**config.mk**
```make
export PLATFORM = sky130hd
export DESIGN_NAME = if_prefetch_stage_flat
export DESIGN_NICKNAME = d
export VERILOG_FILES = /design/src/rtl/if_prefetch_stage_if.sv /design/src/rtl/if_prefetch_stage.sv /design/src/flat_wrapper.sv
export SDC_FILE = /design/constraint.sdc
export NUM_CORES = 1
export LEC_CHECK = 0
export CORE_AREA = 10 10 179 181
export CTS_CLUSTER_DIAMETER = 40
export CTS_CLUSTER_SIZE = 20
export DETAILED_ROUTE_END_ITERATION = 8
export DIE_AREA = 0 0 189 191
export DONT_BUFFER_PORTS = 1
export SYNTH_ARGS = -nofsm -noshare
export SYNTH_HDL_FRONTEND = slang
export SYNTH_SLANG_ARGS = --single-unit
```
**constraint.sdc**
```tcl
create_clock -name clk -period 5.1 [get_ports clk]
set_input_delay 0.51 -clock clk [delete_from_list [all_inputs] [get_ports clk]]
set_output_delay 0.51 -clock clk [all_outputs]
set_load 0.02 [all_outputs]
```
**src/rtl/if_prefetch_stage_if.sv**
```systemverilog
// Handshake bundle between the prefetch stage, the instruction SRAM and ID.
// The master side is the fetch stage itself; the slave side is its environment.
interface if_prefetch_stage_if #(
    parameter int XLEN    = 32,
    parameter int IADDR_W = 14,
    parameter int DEPTH   = 4
);
    localparam int CW = $clog2(DEPTH + 1);

    // Control from the pipeline
    logic               redirect;
    logic [XLEN-1:0]    redirect_pc;
    logic               stall;

    // Instruction SRAM port
    logic               imem_req;
    logic [IADDR_W-1:0] imem_addr;
    logic [XLEN-1:0]    imem_rdata;

    // IF/ID boundary
    logic               valid_out;
    logic [XLEN-1:0]    pc_out;
    logic [XLEN-1:0]    pc4_out;
    logic [XLEN-1:0]    instr_out;
    logic [CW-1:0]      count_out;

    modport master (
        input  redirect, redirect_pc, stall, imem_rdata,
        output imem_req, imem_addr, valid_out, pc_out, pc4_out, instr_out, count_out
    );

    modport slave (
        output redirect, redirect_pc, stall, imem_rdata,
        input  imem_req, imem_addr, valid_out, pc_out, pc4_out, instr_out, count_out
    );
endinterface

```
**src/rtl/if_prefetch_stage.sv**
```systemverilog
// Instruction-fetch stage with a DEPTH-entry prefetch queue of {pc, instr}.
// One read per cycle is issued to a 1-cycle-latency SRAM while credit exists;
// a redirect flushes the queue and drops the single in-flight response.
module if_prefetch_stage #(
    parameter int              XLEN     = 32,
    parameter int              IADDR_W  = 14,
    parameter int              DEPTH    = 4,
    parameter logic [XLEN-1:0] RESET_PC = {XLEN{1'b0}}
) (
    input  logic                clk,
    input  logic                rst,
    if_prefetch_stage_if.master bus
);
    localparam int              CW         = $clog2(DEPTH + 1);
    localparam int              PW         = $clog2(DEPTH);
    localparam logic [CW:0]     DEPTH_W    = (CW + 1)'(DEPTH);
    localparam logic [PW-1:0]   PTR_LAST   = PW'(DEPTH - 1);
    localparam logic [CW-1:0]   CNT_ONE    = CW'(1);
    localparam logic [XLEN-1:0] PC_STEP    = XLEN'(4);
    localparam logic [XLEN-1:0] ALIGN_MASK = {{(XLEN-2){1'b1}}, 2'b00};

    // Pointers wrap modulo DEPTH, which need not be a power of two.
    function automatic logic [PW-1:0] ptr_inc(input logic [PW-1:0] p);
        logic [PW-1:0] n;
        if (p == PTR_LAST) begin
            n = {PW{1'b0}};
        end else begin
            n = p + PW'(1);
        end
        return n;
    endfunction

    // Architectural state
    logic [XLEN-1:0] fetch_pc_r;
    logic [XLEN-1:0] pc_mem_r    [DEPTH];
    logic [XLEN-1:0] instr_mem_r [DEPTH];
    logic [PW-1:0]   rd_ptr_r;
    logic [PW-1:0]   wr_ptr_r;
    logic [CW-1:0]   count_r;
    logic            inflight_r;
    logic [XLEN-1:0] inflight_pc_r;

    // Per-cycle decisions
    logic            head_valid_s;
    logic [XLEN-1:0] head_pc_s;
    logic [XLEN-1:0] head_pc4_s;
    logic [XLEN-1:0] head_instr_s;
    logic            pop_s;
    logic            push_s;
    logic            issue_s;
    logic [CW:0]     occ_s;

    // Select the head entry for ID; an empty queue presents an all-zero bubble.
    always_comb begin
        head_valid_s = (count_r != {CW{1'b0}});
        if (head_valid_s) begin
            head_pc_s    = pc_mem_r[rd_ptr_r];
            head_pc4_s   = pc_mem_r[rd_ptr_r] + PC_STEP;
            head_instr_s = instr_mem_r[rd_ptr_r];
        end else begin
            head_pc_s    = {XLEN{1'b0}};
            head_pc4_s   = {XLEN{1'b0}};
            head_instr_s = {XLEN{1'b0}};
        end
    end

    // Decide pop, push and issue. A new read is only sent when the entry it
    // will occupy next cycle is guaranteed free, counting the read in flight.
    always_comb begin
        pop_s   = head_valid_s & ~bus.stall & ~bus.redirect;
        push_s  = inflight_r & ~bus.redirect;
        occ_s   = {1'b0, count_r} + {{CW{1'b0}}, inflight_r} - {{CW{1'b0}}, pop_s};
        issue_s = ~rst & ~bus.redirect & (occ_s < DEPTH_W);
    end

    // Fetch PC: restart on reset, jump on redirect, advance on each issue.
    always_ff @(posedge clk) begin
        if (rst) begin
            fetch_pc_r <= RESET_PC;
        end else if (bus.redirect) begin
            fetch_pc_r <= bus.redirect_pc & ALIGN_MASK;
        end else if (issue_s) begin
            fetch_pc_r <= fetch_pc_r + PC_STEP;
        end else begin
            fetch_pc_r <= fetch_pc_r;
        end
    end

    // Track the single outstanding read; a flush forgets it so its data is dropped.
    always_ff @(posedge clk) begin
        if (rst || bus.redirect) begin
            inflight_r    <= 1'b0;
            inflight_pc_r <= inflight_pc_r;
        end else begin
            inflight_r <= issue_s;
            if (issue_s) begin
                inflight_pc_r <= fetch_pc_r;
            end else begin
                inflight_pc_r <= inflight_pc_r;
            end
        end
    end

    // Queue bookkeeping: pointers and occupancy, cleared by reset or flush.
    always_ff @(posedge clk) begin
        if (rst || bus.redirect) begin
            rd_ptr_r <= {PW{1'b0}};
            wr_ptr_r <= {PW{1'b0}};
            count_r  <= {CW{1'b0}};
        end else begin
            if (push_s) begin
                wr_ptr_r <= ptr_inc(wr_ptr_r);
            end else begin
                wr_ptr_r <= wr_ptr_r;
            end
            if (pop_s) begin
                rd_ptr_r <= ptr_inc(rd_ptr_r);
            end else begin
                rd_ptr_r <= rd_ptr_r;
            end
            case ({push_s, pop_s})
                2'b10:   count_r <= count_r + CNT_ONE;
                2'b01:   count_r <= count_r - CNT_ONE;
                default: count_r <= count_r;
            endcase
        end
    end

    // Capture the SRAM response together with the PC it was fetched from.
    always_ff @(posedge clk) begin
        if (!rst && push_s) begin
            pc_mem_r[wr_ptr_r]    <= inflight_pc_r;
            instr_mem_r[wr_ptr_r] <= bus.imem_rdata;
        end else begin
            pc_mem_r[wr_ptr_r]    <= pc_mem_r[wr_ptr_r];
            instr_mem_r[wr_ptr_r] <= instr_mem_r[wr_ptr_r];
        end
    end

    assign bus.imem_req  = issue_s;
    assign bus.imem_addr = fetch_pc_r[IADDR_W+1:2];
    assign bus.valid_out = head_valid_s;
    assign bus.pc_out    = head_pc_s;
    assign bus.pc4_out   = head_pc4_s;
    assign bus.instr_out = head_instr_s;
    assign bus.count_out = count_r;

endmodule

```
**src/flat_wrapper.sv**
```systemverilog
// flat-port wrapper written by rule: the top's interface ports become plain ports
module if_prefetch_stage_flat 
#(
    parameter int              XLEN     = 32,
    parameter int              IADDR_W  = 14,
    parameter int              DEPTH    = 4,
    parameter logic [XLEN-1:0] RESET_PC = {XLEN{1'b0}}
)
  (clk, rst, bus_redirect, bus_redirect_pc, bus_stall, bus_imem_rdata, bus_imem_req, bus_imem_addr, bus_valid_out, bus_pc_out, bus_pc4_out, bus_instr_out, bus_count_out);
  if_prefetch_stage_if #(.XLEN(XLEN), .IADDR_W(IADDR_W), .DEPTH(DEPTH)) bus_i ();
  input  logic clk;
  input  logic rst;
  input wire logic [$bits(bus_i.redirect)-1:0] bus_redirect;
  input wire logic [$bits(bus_i.redirect_pc)-1:0] bus_redirect_pc;
  input wire logic [$bits(bus_i.stall)-1:0] bus_stall;
  input wire logic [$bits(bus_i.imem_rdata)-1:0] bus_imem_rdata;
  output wire logic [$bits(bus_i.imem_req)-1:0] bus_imem_req;
  output wire logic [$bits(bus_i.imem_addr)-1:0] bus_imem_addr;
  output wire logic [$bits(bus_i.valid_out)-1:0] bus_valid_out;
  output wire logic [$bits(bus_i.pc_out)-1:0] bus_pc_out;
  output wire logic [$bits(bus_i.pc4_out)-1:0] bus_pc4_out;
  output wire logic [$bits(bus_i.instr_out)-1:0] bus_instr_out;
  output wire logic [$bits(bus_i.count_out)-1:0] bus_count_out;
  assign bus_i.redirect = bus_redirect;
  assign bus_i.redirect_pc = bus_redirect_pc;
  assign bus_i.stall = bus_stall;
  assign bus_i.imem_rdata = bus_imem_rdata;
  assign bus_imem_req = bus_i.imem_req;
  assign bus_imem_addr = bus_i.imem_addr;
  assign bus_valid_out = bus_i.valid_out;
  assign bus_pc_out = bus_i.pc_out;
  assign bus_pc4_out = bus_i.pc4_out;
  assign bus_instr_out = bus_i.instr_out;
  assign bus_count_out = bus_i.count_out;
  if_prefetch_stage #(.XLEN(XLEN), .IADDR_W(IADDR_W), .DEPTH(DEPTH), .RESET_PC(RESET_PC)) u_core (.clk(clk), .rst(rst), .bus(bus_i));
endmodule
```
## After elaboration in Yosys (flattened, before gate mapping)

Memories as Yosys holds them, arrays and structs flattened. A register that Yosys moved wholly into a read port is not among the register bits.
Index checks and enable logic that the tools add are counted.

- Flip-flop bits (word level): 72
- Bits in writable memories: 256
- Word-level logic and storage cells: 60
- Memories kept: 2

Memory list:

| memory | words | bits a word | rd ports | clocked after Yosys merged registers in | write ports | line | text |
|---|---|---|---|---|---|---|---|
| u_core.instr_mem_r | 4 | 32 | 1 | 1 | 1 | if_prefetch_stage.sv:36 | `logic [XLEN-1:0] instr_mem_r [DEPTH];` |
| u_core.pc_mem_r | 4 | 32 | 1 | 1 | 1 | if_prefetch_stage.sv:35 | `logic [XLEN-1:0] pc_mem_r [DEPTH];` |

- $add $sub $neg: 8
- Order comparisons: 1
- Equality and inequality tests: 5
- Muxes and demuxes: 17
- Bitwise logic cells: 11
- Reductions and logical operators: 9

Operators by type and width:

| cell | count |
|---|---|
| $mux 32 | 7 |
| $add 32x3->32 const B | 2 |
| $mux 2 | 6 |
| $eq 2x2->1 const B | 3 |
| $pmux 3 s2 | 1 |
| $and 1x1->1 | 5 |
| $add 2x1->2 const B | 2 |
| $add 3x1->4 | 1 |
| $lt 4x3->1 const B | 1 |
| $not 1->1 | 4 |
| $reduce_and 2->1 | 2 |
| $reduce_bool 2->1 | 2 |
| $sub 4x1->4 | 1 |
| $add 3x1->3 const B | 1 |
| $mux 1 | 3 |
| $reduce_bool 3->1 | 1 |
| $sub 3x1->3 const B | 1 |
| $eq 2x1->1 const B | 1 |
| $or 1x1->1 | 2 |
| $reduce_or 2->1 | 1 |
| $logic_and 1x1->1 | 1 |
| $logic_not 1->1 | 1 |
| $logic_or 1x1->1 | 1 |
| $ne 0x0->1 | 1 |

## Depth between registers and ports, before layout

Gate-level depths: netlist of run 1.

- Depth after elaboration: 8
- Mapped depth: 14
- Gate-level depth less buffers: 12

## Worst setup path after synthesis of run 1

OpenSTA, ideal clock, no wires.

- Kind: reg-to-output
- Start point: register u_core.count_r[1], in the netlist u_core.bus.count_out[1]
- End point: output port bus_imem_req
- Arrival time: 4.249 ns
- Data required time: 4.590 ns
- Setup slack: 0.341 ns
- Stages on the path, launching flop included: 13
- Path buffers: 1
- Cells stage by stage: dfxtp_1 -> or2_2 -> nor2_1 -> inv_1 -> nand2_1 -> inv_1 -> nand2_1 -> ha_1 -> nand2_1 -> or2_2 -> o211ai_1 -> clkbuf_1 -> a31oi_1

- Longest elaborated chain between the ends: 6
- Elaborated cells between the ends (all ways): 7

RTL lines:

| what | line | text |
|---|---|---|
| start: declaration | if_prefetch_stage.sv:39 | `logic [CW-1:0] count_r;` |
| start signal: assignment | if_prefetch_stage.sv:109 | `count_r <= {CW{1'b0}};` |
| start signal: assignment | if_prefetch_stage.sv:122 | `2'b10: count_r <= count_r + CNT_ONE;` |
| start signal: assignment | if_prefetch_stage.sv:123 | `2'b01: count_r <= count_r - CNT_ONE;` |
| $reduce_bool 3->1 | if_prefetch_stage.sv:55 | `head_valid_s = (count_r != {CW{1'b0}});` |
| $and 1x1->1 (2 in series) | if_prefetch_stage.sv:70 | `pop_s = head_valid_s & ~bus.stall & ~bus.redirect;` |
| via u_core.pop_s | if_prefetch_stage.sv:48 | `logic pop_s;` |
| $sub 4x1->4 | if_prefetch_stage.sv:72 | `occ_s = {1'b0, count_r} + {{CW{1'b0}}, inflight_r} - {{CW{1'b0}}, pop_s};` |
| $lt 4x3->1 | if_prefetch_stage.sv:73 | `issue_s = ~rst & ~bus.redirect & (occ_s < DEPTH_W);` |
| $and 1x1->1 | if_prefetch_stage.sv:73 |  |
| end: declaration | flat_wrapper.sv:17 | `output wire logic [$bits(bus_i.imem_req)-1:0] bus_imem_req;` |

The timed path passes the listed nets, and every way through them passes these cells.

==> metrics.cfg, run 1 <==
[outcome]
status=finished clean

[sta]
final.setup.tns_ns=0
timing.fmax_ghz=0.232
final.period_utilization=0.844
rsz0062_at_grt=no
hold_viol=0
setup_violations=0
drv_slew=0
worst_pin_slew_ns=1.04
setup_ws_ns=0.798
skew_ns=0.0224
fin_crit_ns=4.30
slew_headroom=0.309

[route]
vias_per_cell=5.97
antenna_left=0
wl_per_cell_microns=23.1
drt_iter0_drc=577
first_pass_iters=7
drc=0
wl_microns=31500
vias=8148

[power]
leakagePower_nw=5.05
comb_power_share=0.022
power_density_nw_per_um2=395
power_switching_w=0.00145
vdd_drop_max_uv=278
power.clock.fraction=0.511
p_int_w=0.00485
power.share.sequential=0.466
switching_share=0.230

[grt]
grt_pass1_wl_microns=48700
antenna_found_initial=0
grt_pass1_vias=8037
grtUsageTotal=0.172
gr-total-overflow=0
grt_start_max_net_pins=59

[logic_synthesis]
seq_area_frac_synth=0.651
async_reset_ff_frac=0
syn_area_per_cell_sq_um=14.8
synth-seq-cells=318
synthFlopType=edfxtp_1
synthMostInstantiatedCell=edfxtp_1
synth_edf_count=278
netlist_area_sq_um=14000
synthTopCellsByArea=edfxtp_1, mux4_2, dfxtp_1
synth_top_area_frac=0.594
syn_inst=949
synthTopCellsByCount=edfxtp_1, nor2_1, and2_1
yosys_warnings=0
synth_cell_types=54
yosysTopAreaCell=edfxtp_1

[clock_network]
cts_root_buf=clkbuf_16
cts_sinks=318
clk_pin_slew_ns=0.06
cts_hold_buf=0
post_cts_buffers=0
cts-htree-levels=2
worstSkewPairLatency_ns=0.54
cts_tree=yes
cts_resized=0
cts_buffers=45
clockBufferDepth=3

[die]
rows=62
io_pins=183
core_sq_um=28500
die_w_microns=189
chipHeight_microns=191
die_area_sq_um=36100
initial_core_util=0.493

[setup_path]
end_kind=output port
startpoint_type=register
worstSetupPathType=reg2out
cp_max_fo=24
required_ns=4.59
arrival_ns=3.79

[finish]
diodes=0
layout-drive-gt1-share=0.188
area_growth_syn_to_layout_pct=13.6
final_nets=1023

[placed_design]
io_buffers=0
dp_hpwl_microns=20600
gp_congestion=0.814
place_ws_ns=1.31

[min_path]
hp-class=in2reg

[run]
cap_violations=0

## flip-flops by register name, indices dropped and copies added, names as in the netlist, named ones only
| register | cells |
|---|---|
| u_core.wr_ptr_r | 2 |
| u_core.inflight_pc_r | 30 |
| u_core.fetch_pc_r | 30 |
| u_core.rd_ptr_r | 2 |
| u_core.inflight_r | 1 |
| u_core.bus.count_out | 3 |
| u_core.pc_mem_r | 120 |
| u_core.instr_mem_r | 128 |
## power by group through the flow
stage	sequential [W]	clock (W)	combinational [W]
6_report	0.00294	0.00322	0.000140
5_1_grt	0.00294	0.00340	0.000155
4_1_cts	0.00294	0.00328	0.000141
3_5_place_dp	0.00299	0	0.000141
3_3_place_gp	0.00299	0	0.000139
2_1_floorplan	0.00296	0	0.000141
## cells by family (layout without fill, tap and decap cells)
family | count (synthesis) | after routing | synth area share
flip-flops | 318 | 318 | 0.651
AND/OR/NAND/NOR | 302 | 302 | 0.116
AO/OA/AOI/OAI | 141 | 141 | 0.0755
buffers and inverters | 98 | 127 | 0.0348
multiplexers | 64 | 64 | 0.103
XOR/XNOR | 14 | 14 | 0.00873
adder cells (fa/ha/maj) | 11 | 11 | 0.0103
other | 1 | 4 | 0.000267
## per-layer routing
layer / GRT usage / vias up / wire (microns)
met5: 0 / - / 0
met4: 0.0488 / 0 / 636
met3: 0.0570 / 48 / 2900
met2: 0.266 / 304 / 14400
met1: 0.228 / 4045 / 13500
li1: - / 3751 / -
## through the flow
step	hold slack (ns)	utilization	cells	instance area (sq um)	power, W
6_report	0.0322	0.560	1365	16000	0.00630
5_1_grt	0.0186	0.560	1365	16000	0.00650
4_1_cts	0.0151	0.560	1365	16000	0.00636
3_5_place_dp	0.484	0.503	1281	14300	0.00313
3_3_place_gp	0.473	0.503	1281	14300	0.00313
2_1_floorplan	0.431	-	952	14100	0.00310
## worst max-delay path, cell delays in order, from the launching register on
cell and delay (ns):
dfxtp_4 0.65, mux4_1 0.49, ha_1 0.28, nand4_1 0.21, or4_4 0.57, or4_1 0.49, a21oi_1 0.53
## path summary, 6_finish.rpt
path | from | endpoint | slack (ns) | depth (start not counted)
min reg2reg | u_core.inflight_pc_r[15] | u_core.pc_mem_r[0][15] | 0.49 | 0
max | register | bus_pc4_out[24] | 0.80 | 6
max reg2reg | u_core.bus.count_out[1] | u_core.inflight_pc_r[7] | 1.45 | 14
min | rst | u_core.fetch_pc_r[3] | 0.03 | 1
## layout by cell type (no fill, tap or decap), types with 6 or more instances in the layout
| cell | instances |
|---|---|
| clkinv_4 | 6 |
| and2_1 | 61 |
| ha_1 | 10 |
| nor4_1 | 9 |
| o211ai_1 | 6 |
| or4_1 | 9 |
| a31o_2 | 7 |
| o311a_1 | 16 |
| o21ai_0 | 11 |
| nor2_1 | 88 |
| or3_1 | 9 |
| mux4_2 | 53 |
| clkinv_8 | 8 |
| nand3_1 | 23 |
| dfxtp_1 | 38 |
| mux4_1 | 9 |
| and3_1 | 9 |
| clkbuf_16 | 47 |
| nand2_1 | 31 |
| a2111oi_0 | 22 |
| nor2b_1 | 14 |
| a31oi_1 | 7 |
| o31ai_1 | 25 |
| inv_6 | 6 |
| a21oi_1 | 24 |
| buf_4 | 21 |
| xor2_1 | 6 |
| inv_1 | 19 |
| a311oi_1 | 9 |
| edfxtp_1 | 278 |
| nand4_1 | 14 |
| nor3_1 | 11 |
| and4_1 | 9 |
| xnor2_1 | 8 |
## area by class of cell
type                       instances  area, sq um
inverter                          22         82.6
tap                              384          480
clock inverter                    36          448
sequential                       318         9150
multi-input combinational        536         4450
fill                            2298        12500
timing repair buffer              21          158
clock buffer                      48         1180
Power figures use the tool's default switching activity.
==> run 2, diff against run 1 <==
--- a/config.mk
+++ b/config.mk
@@ -11,6 +11,7 @@
 export DETAILED_ROUTE_END_ITERATION = 8
 export DIE_AREA = 0 0 189 191
 export DONT_BUFFER_PORTS = 1
+export PLACE_DENSITY = 0.67
 export SYNTH_ARGS = -nofsm -noshare
 export SYNTH_HDL_FRONTEND = slang
 export SYNTH_SLANG_ARGS = --single-unit
==> constraint.sdc (replaced) <==
create_clock -name clk -period 3.65 [get_ports clk]
set_input_delay 0.365 -clock clk [delete_from_list [all_inputs] [get_ports clk]]
set_output_delay 0.365 -clock clk [all_outputs]
set_load 0.02 [all_outputs]
==> run 2 against run 1 <==
  * Global-route usage grew 0.28 points
  * Clock-buffer cell count down 8
  * Hold slack got worse by 0.0057 ns
  * Die area did not move
  * Combinational power grew 91%
  * Final cell count up 3.7%
  * First-iteration DRC count rose by 15%
  * Via count up 4.4%
  * Utilization up 1.2 points
  * Clock power rose by 13%
  * Cell area up 2.1%
  * Wire length increased by 2.9%
  * Largest cell class unchanged
==> metrics.cfg, run 2 (synthesis results as in run 1) <==
[outcome]
status=finished clean

[route]
dr.max_layer_used=met4
m1WireLength_microns=13900  ; +2.9%
dr_wl_met2_microns=15300  ; +5.8%
route.met3.wl_microns=2680  ; -7.5%
vias_per_cell=6.01  ; +0.73%
first_pass_iters=5  ; -2
wl_microns=32400  ; +2.9%
antenna_left=0  ; unchanged
drt_iter0_drc=665  ; +15%
vias=8508  ; +4.4%
drc=0  ; unchanged
wl_per_cell_microns=22.9  ; -0.78%

[sta]
final.setup.tns_ns=0  ; unchanged
final.period_utilization=0.972
worst_pin_slew_ns=0.955  ; -0.0815 ns
slew_headroom=0.363  ; +0.0543
timing.fmax_ghz=0.282
fin_crit_ns=3.55
skew_ns=0.0163  ; -0.00614 ns
drv_slew=0  ; unchanged
hold_viol=0  ; unchanged
setup_violations=0  ; unchanged

[finish]
layout.cells.most_common_list=edfxtp_1, nor2_1, and2_1
final_nets=1082  ; +5.8%
area_growth_syn_to_layout_pct=16.0
layout-drive-gt1-share=0.207  ; +0.0190
diodes=0  ; unchanged
final_cells=1415  ; +3.7%
top_register=u_core.instr_mem_r
final_common_cell=edfxtp_1
largest_reg_flops=128  ; unchanged
reg_top3=u_core.instr_mem_r (128), u_core.pc_mem_r (120)

[grt]
grt_start_max_net_pins=63  ; +6.8%
grt_pass1_vias=8349  ; +3.9%
grtUsageTotal=0.175  ; +0.00285
antenna_found_initial=0  ; unchanged
grt_pass1_wl_microns=49800  ; +2.1%
gr-total-overflow=0  ; unchanged

[setup_path]
end_kind=output port
startpoint_type=register
cp_max_fo=12  ; -50%
required_ns=3.28  ; -1.31 ns
worstSetupPathType=reg2out
arrival_ns=3.18  ; -0.61 ns

[power]
power_switching_w=0.00178  ; +23%
power.clock.fraction=0.456  ; -0.055
vdd_drop_max_uv=392  ; +41%
p_int_w=0.00623  ; +29%
finalPower_w=0.00801  ; +27%
power_density_nw_per_um2=492  ; +25%
power.share.sequential=0.511  ; +0.045
leakagePower_nw=5.19  ; +2.8%
switching_share=0.223  ; -0.00771
comb_power_share=0.033  ; +0.011

[die]
core_sq_um=28500  ; unchanged
rows=62  ; unchanged
io_pins=183  ; unchanged
die_area_sq_um=36100  ; unchanged
chipHeight_microns=191  ; unchanged
die_w_microns=189  ; unchanged
initial_core_util=0.493  ; unchanged

[clock_network]
worstSkewPairLatency_ns=0.51  ; -0.03 ns
cts_root_buf=clkbuf_16
clk_pin_slew_ns=0.06  ; about the same
cts_sinks=318  ; unchanged
clockBufferDepth=3  ; unchanged
cts-htree-levels=2  ; unchanged
cts_buffers=36  ; -20%
cts_tree=yes

[placed_design]
place_inst=1305  ; +1.9%
gp_congestion=0.823  ; +1.2%
dp_hpwl_microns=20600  ; -0.19%
io_buffers=0  ; unchanged

[min_path]
hp-class=in2reg

[run]
cap_violations=0  ; unchanged

run 2: changes by cell type in the layout (fill, tap and decap cells not counted), sizes merged:
| cell | change |
|---|---|
| buf | +33 |
| dlygate4sd3 | +33 |
| clkinv | -10 |
| clkbuf | -8 |
| a31oi | +2 |
| clkinvlp | +2 |
| bufinv | -1 |
| inv | -1 |
run 2: what timing repair did:
item	in CTS	in global routing
setup endpoints to repair	4	7
gates resized for setup	9	7
pin swaps	6	4
cloned	1	1
hold endpoints to repair	152	0
setup buffers	4	5
hold buffers	33	0
run 2: worst paths after layout:
path	from	to	slack, ns	cells past startpoint
worst max-delay path	register	bus_pc4_out[28]	0.10	8
worst min-delay path	bus_redirect_pc[15]	u_core.fetch_pc_r[15]	0.03	2
worst max register to register	u_core.bus.count_out[1]	u_core.fetch_pc_r[26]	0.47	13
worst min register to register	u_core.inflight_pc_r[16]	u_core.pc_mem_r[2][16]	0.49	0
run 2: power by group through the flow:
stage          Combinational (W)  Sequential [W]  Clock, W
2_1_floorplan           0.000198         0.00413         0
3_3_place_gp            0.000208         0.00417         0
3_5_place_dp            0.000212         0.00418         0
4_1_cts                 0.000264         0.00410   0.00372
5_1_grt                 0.000293         0.00410   0.00389
6_report                0.000267         0.00410   0.00365
run 2: per-stage QoR:
stage / area [sq um] / util / hold slack, ns / setup slack (ns)
after floorplan: 14100 / - / 0.431 / 0.279
after global placement: 14600 / 0.511 / 0.442 / 0.461
after detailed placement: 14600 / 0.511 / 0.447 / 0.413
after CTS: 16200 / 0.569 / 0.00461 / -0.00398
after global routing: 16300 / 0.572 / 0.0168 / -0.00132
final: 16300 / 0.572 / 0.0266 / 0.104
run 2: layout make-up:
cell class | instances | area [sq um]
Sequential cell | 318 | 9150
Fill cell | 2216 | 12200
Tap cell | 384 | 480
Timing Repair Buffer | 87 | 831
Clock inverter | 26 | 290
Multi-Input combinational cell | 538 | 4500
Inverter | 22 | 82.6
Clock buffer | 40 | 957
run 2: worst max-delay path, stage by stage, from the launching register on:
cell and delay, ns:
dfxtp_4 0.36, buf_12 0.15, mux4_2 0.42, nand4_4 0.17
or4_4 0.63, buf_12 0.17, or4_1 0.46, a21oi_1 0.14
buf_4 0.16
run 2: metal layers:
metal	track usage	vias up
li1	-	3862
met1	0.236	4264
met2	0.276	332
met3	0.0454	50
met4	0.0464	0
met5	0	-
==> run 3, diff against run 2 <==
--- a/config.mk
+++ b/config.mk
@@ -5,11 +5,11 @@
 export SDC_FILE = /design/constraint.sdc
 export NUM_CORES = 1
 export LEC_CHECK = 0
-export CORE_AREA = 10 10 179 181
+export CORE_AREA = 2 2 171 173
 export CTS_CLUSTER_DIAMETER = 40
 export CTS_CLUSTER_SIZE = 20
 export DETAILED_ROUTE_END_ITERATION = 8
-export DIE_AREA = 0 0 189 191
+export DIE_AREA = 0 0 173 175
 export DONT_BUFFER_PORTS = 1
 export PLACE_DENSITY = 0.67
 export SYNTH_ARGS = -nofsm -noshare
==> run 3 against run 2 <==
  * Final cell count is 1.7% higher
  * Critical path depth did not move
  * Clock skew up 0.015 ns
  * Total power up 4.1%
  * Flip-flop and latch count unchanged
  * Non-clock buffer count up 21
  * First-iteration DRC count grew 5.3%
  * Die area is 16% lower
  * Global-route usage up 3.0 points
  * Sequential share of layout area fell by 0.80 points
  * Largest cell class unchanged
==> metrics.cfg, run 3 (synthesis results as in run 1) <==
[outcome]
status=finished clean

[clock_network]
clockBufferDepth=3  ; unchanged
worstSkewPairLatency_ns=0.54  ; +0.03 ns
clk_pin_slew_ns=0.07  ; about the same
cts-htree-levels=2  ; unchanged
cts_root_buf=clkbuf_16
cts_tree=yes
cts_buffers=39  ; +8.3%
cts_sinks=318  ; unchanged

[die]
die_area_sq_um=30300  ; -16%
die_w_microns=173  ; -8.5%
io_pins=183  ; unchanged
rows=62  ; unchanged
initial_core_util=0.495  ; +0.00135
chipHeight_microns=175  ; -8.4%
core_sq_um=28400  ; -0.27%

[setup_path]
required_ns=3.28  ; about the same
end_kind=output port
rr_startpoint=u_core.bus.count_out[1]
cp_max_fo=7  ; -5
arrival_ns=3.26  ; +0.08 ns
startpoint_type=register
worstSetupPathType=reg2out

[power]
switching_share=0.233  ; +0.0108
power.share.sequential=0.490  ; -0.021
vdd_drop_max_uv=304  ; -22%
power_switching_w=0.00195  ; +9.2%
power_density_nw_per_um2=505  ; +2.6%
comb_power_share=0.032  ; about the same
leakagePower_nw=5.34  ; +2.8%
p_int_w=0.00640  ; +2.7%
power.clock.fraction=0.478  ; +0.022
finalPower_w=0.00834  ; +4.1%

[route]
wl_microns=31900  ; -1.6%
drt_iter0_drc=700  ; +5.3%
antenna_left=0  ; unchanged
drc=0  ; unchanged
first_pass_iters=5  ; unchanged
vias_per_cell=5.96  ; -0.82%
vias=8581  ; +0.86%
wl_per_cell_microns=22.2  ; -3.2%

[finish]
top_register=u_core.instr_mem_r
reg_top3=u_core.instr_mem_r (128), u_core.pc_mem_r (120)
final_nets=1104  ; +2.0%
largest_reg_flops=128  ; unchanged
layout.cells.most_common_list=edfxtp_1, nor2_1, buf_4
area_growth_syn_to_layout_pct=17.7
seq_area_sq_um=9160  ; about the same
multiInputGateArea_sq_um=4450  ; -1.1%
fill_cells=2184  ; -1.4%
diodes=0  ; unchanged
layout-drive-gt1-share=0.221  ; +0.0143
final_common_cell=edfxtp_1

[sta]
timing.fmax_ghz=0.276  ; -2.2%
fin_crit_ns=3.63  ; +0.0810 ns
worst_pin_slew_ns=0.960  ; +0.00468 ns
skew_ns=0.0308  ; +0.0146 ns
setup_violations=0  ; unchanged
hold_viol=0  ; unchanged
holdWs_ns=0.0148  ; -0.0117 ns
drv_slew=0  ; unchanged
slew_headroom=0.358  ; -0.00523
final.period_utilization=0.994  ; +0.0222

[min_path]
hp-class=in2reg
worstHoldStart=bus_redirect_pc[17]

[placed_design]
dp_hpwl_microns=19700  ; -4.2%
gp_congestion=0.857  ; +4.1%
io_buffers=0  ; unchanged

[grt]
grt_pass1_wl_microns=48200  ; -3.1%
grt_start_max_net_pins=63  ; unchanged
grt_pass1_vias=8308  ; -0.49%
grtUsageTotal=0.205  ; +0.0299
gr-total-overflow=0  ; unchanged
antenna_found_initial=0  ; unchanged

[run]
cap_violations=0  ; unchanged

==> run 3: cell types whose count changed in the layout (fill, tap and decap cells not counted), sizes merged <==
cell | before | now
clkinv | 9 | 10
a31oi | 10 | 8
dlygate4sd3 | 33 | 35
buf | 54 | 71
inv | 33 | 39
clkbuf | 40 | 43
clkinvlp | 4 | 1
==> run 3: per-stage QoR <==
stage / std cells / setup TNS [ns] / instance area [sq um] / utilization / setup WS (ns)
5_1_grt: 1439 / -0.146 / 16500 / 0.582 / -0.0617
6_report: 1439 / 0 / 16500 / 0.582 / 0.0226
3_3_place_gp: 1303 / 0 / 14500 / 0.512 / 0.416
4_1_cts: 1416 / -0.0296 / 16300 / 0.576 / -0.0296
3_5_place_dp: 1303 / 0 / 14500 / 0.512 / 0.379
2_1_floorplan: 952 / 0 / 14100 / - / 0.279
==> run 3: routing by layer <==
layer	routed length (microns)	vias to the layer above	part of all wire	GRT usage
met2	15400	351	0.48	0.330
met3	2410	39	0.076	0.0457
met1	13500	4299	0.42	0.282
met5	0	-	0	0
met4	603	0	0.019	0.0572
li1	-	3892	-	-
==> run 3: cell type report <==
class,count,area share
sequential,318,0.554
multi-input combinational,536,0.269
clock buffer,41,0.0608
timing repair buffer,108,0.0596
tap,384,0.0291
clock inverter,30,0.0228
inverter,22,0.00500
==> run 3: critical path: stages, from the launching register on <==
cell and delay [ns]:
dfxtp_4 0.40, buf_4 0.16, mux4_2 0.41, nand4_1 0.19, or4_4 0.65, clkbuf_4 0.22
or3_1 0.35, a21oi_1 0.17, buf_4 0.18
==> run 3: power groups by stage <==
stage | combinational, W | clock, W | sequential (W)
2_1_floorplan | 0.000198 | 0 | 0.00413
6_report | 0.000267 | 0.00399 | 0.00409
3_5_place_dp | 0.000211 | 0 | 0.00417
5_1_grt | 0.000292 | 0.00419 | 0.00410
4_1_cts | 0.000264 | 0.00405 | 0.00409
3_3_place_gp | 0.000207 | 0 | 0.00417
==> run 3: path summary, 6_finish.rpt <==
kind	to	slack (ns)	cells past startpoint
setup / recovery	bus_pc4_out[18]	0.02	8
hold / removal	u_core.fetch_pc_r[17]	0.01	2
setup reg to reg	u_core.fetch_pc_r[4]	0.76	13
hold reg to reg	u_core.pc_mem_r[1][15]	0.48	0
==> run 3: repair_timing <==
item                                   CTS  global route
buffers inserted                         7            23
resized for setup                        3            17
pin swaps                                2             2
hold buffers                            35             0
endpoints found under the hold margin  153             0
setup endpoints to repair               12            10
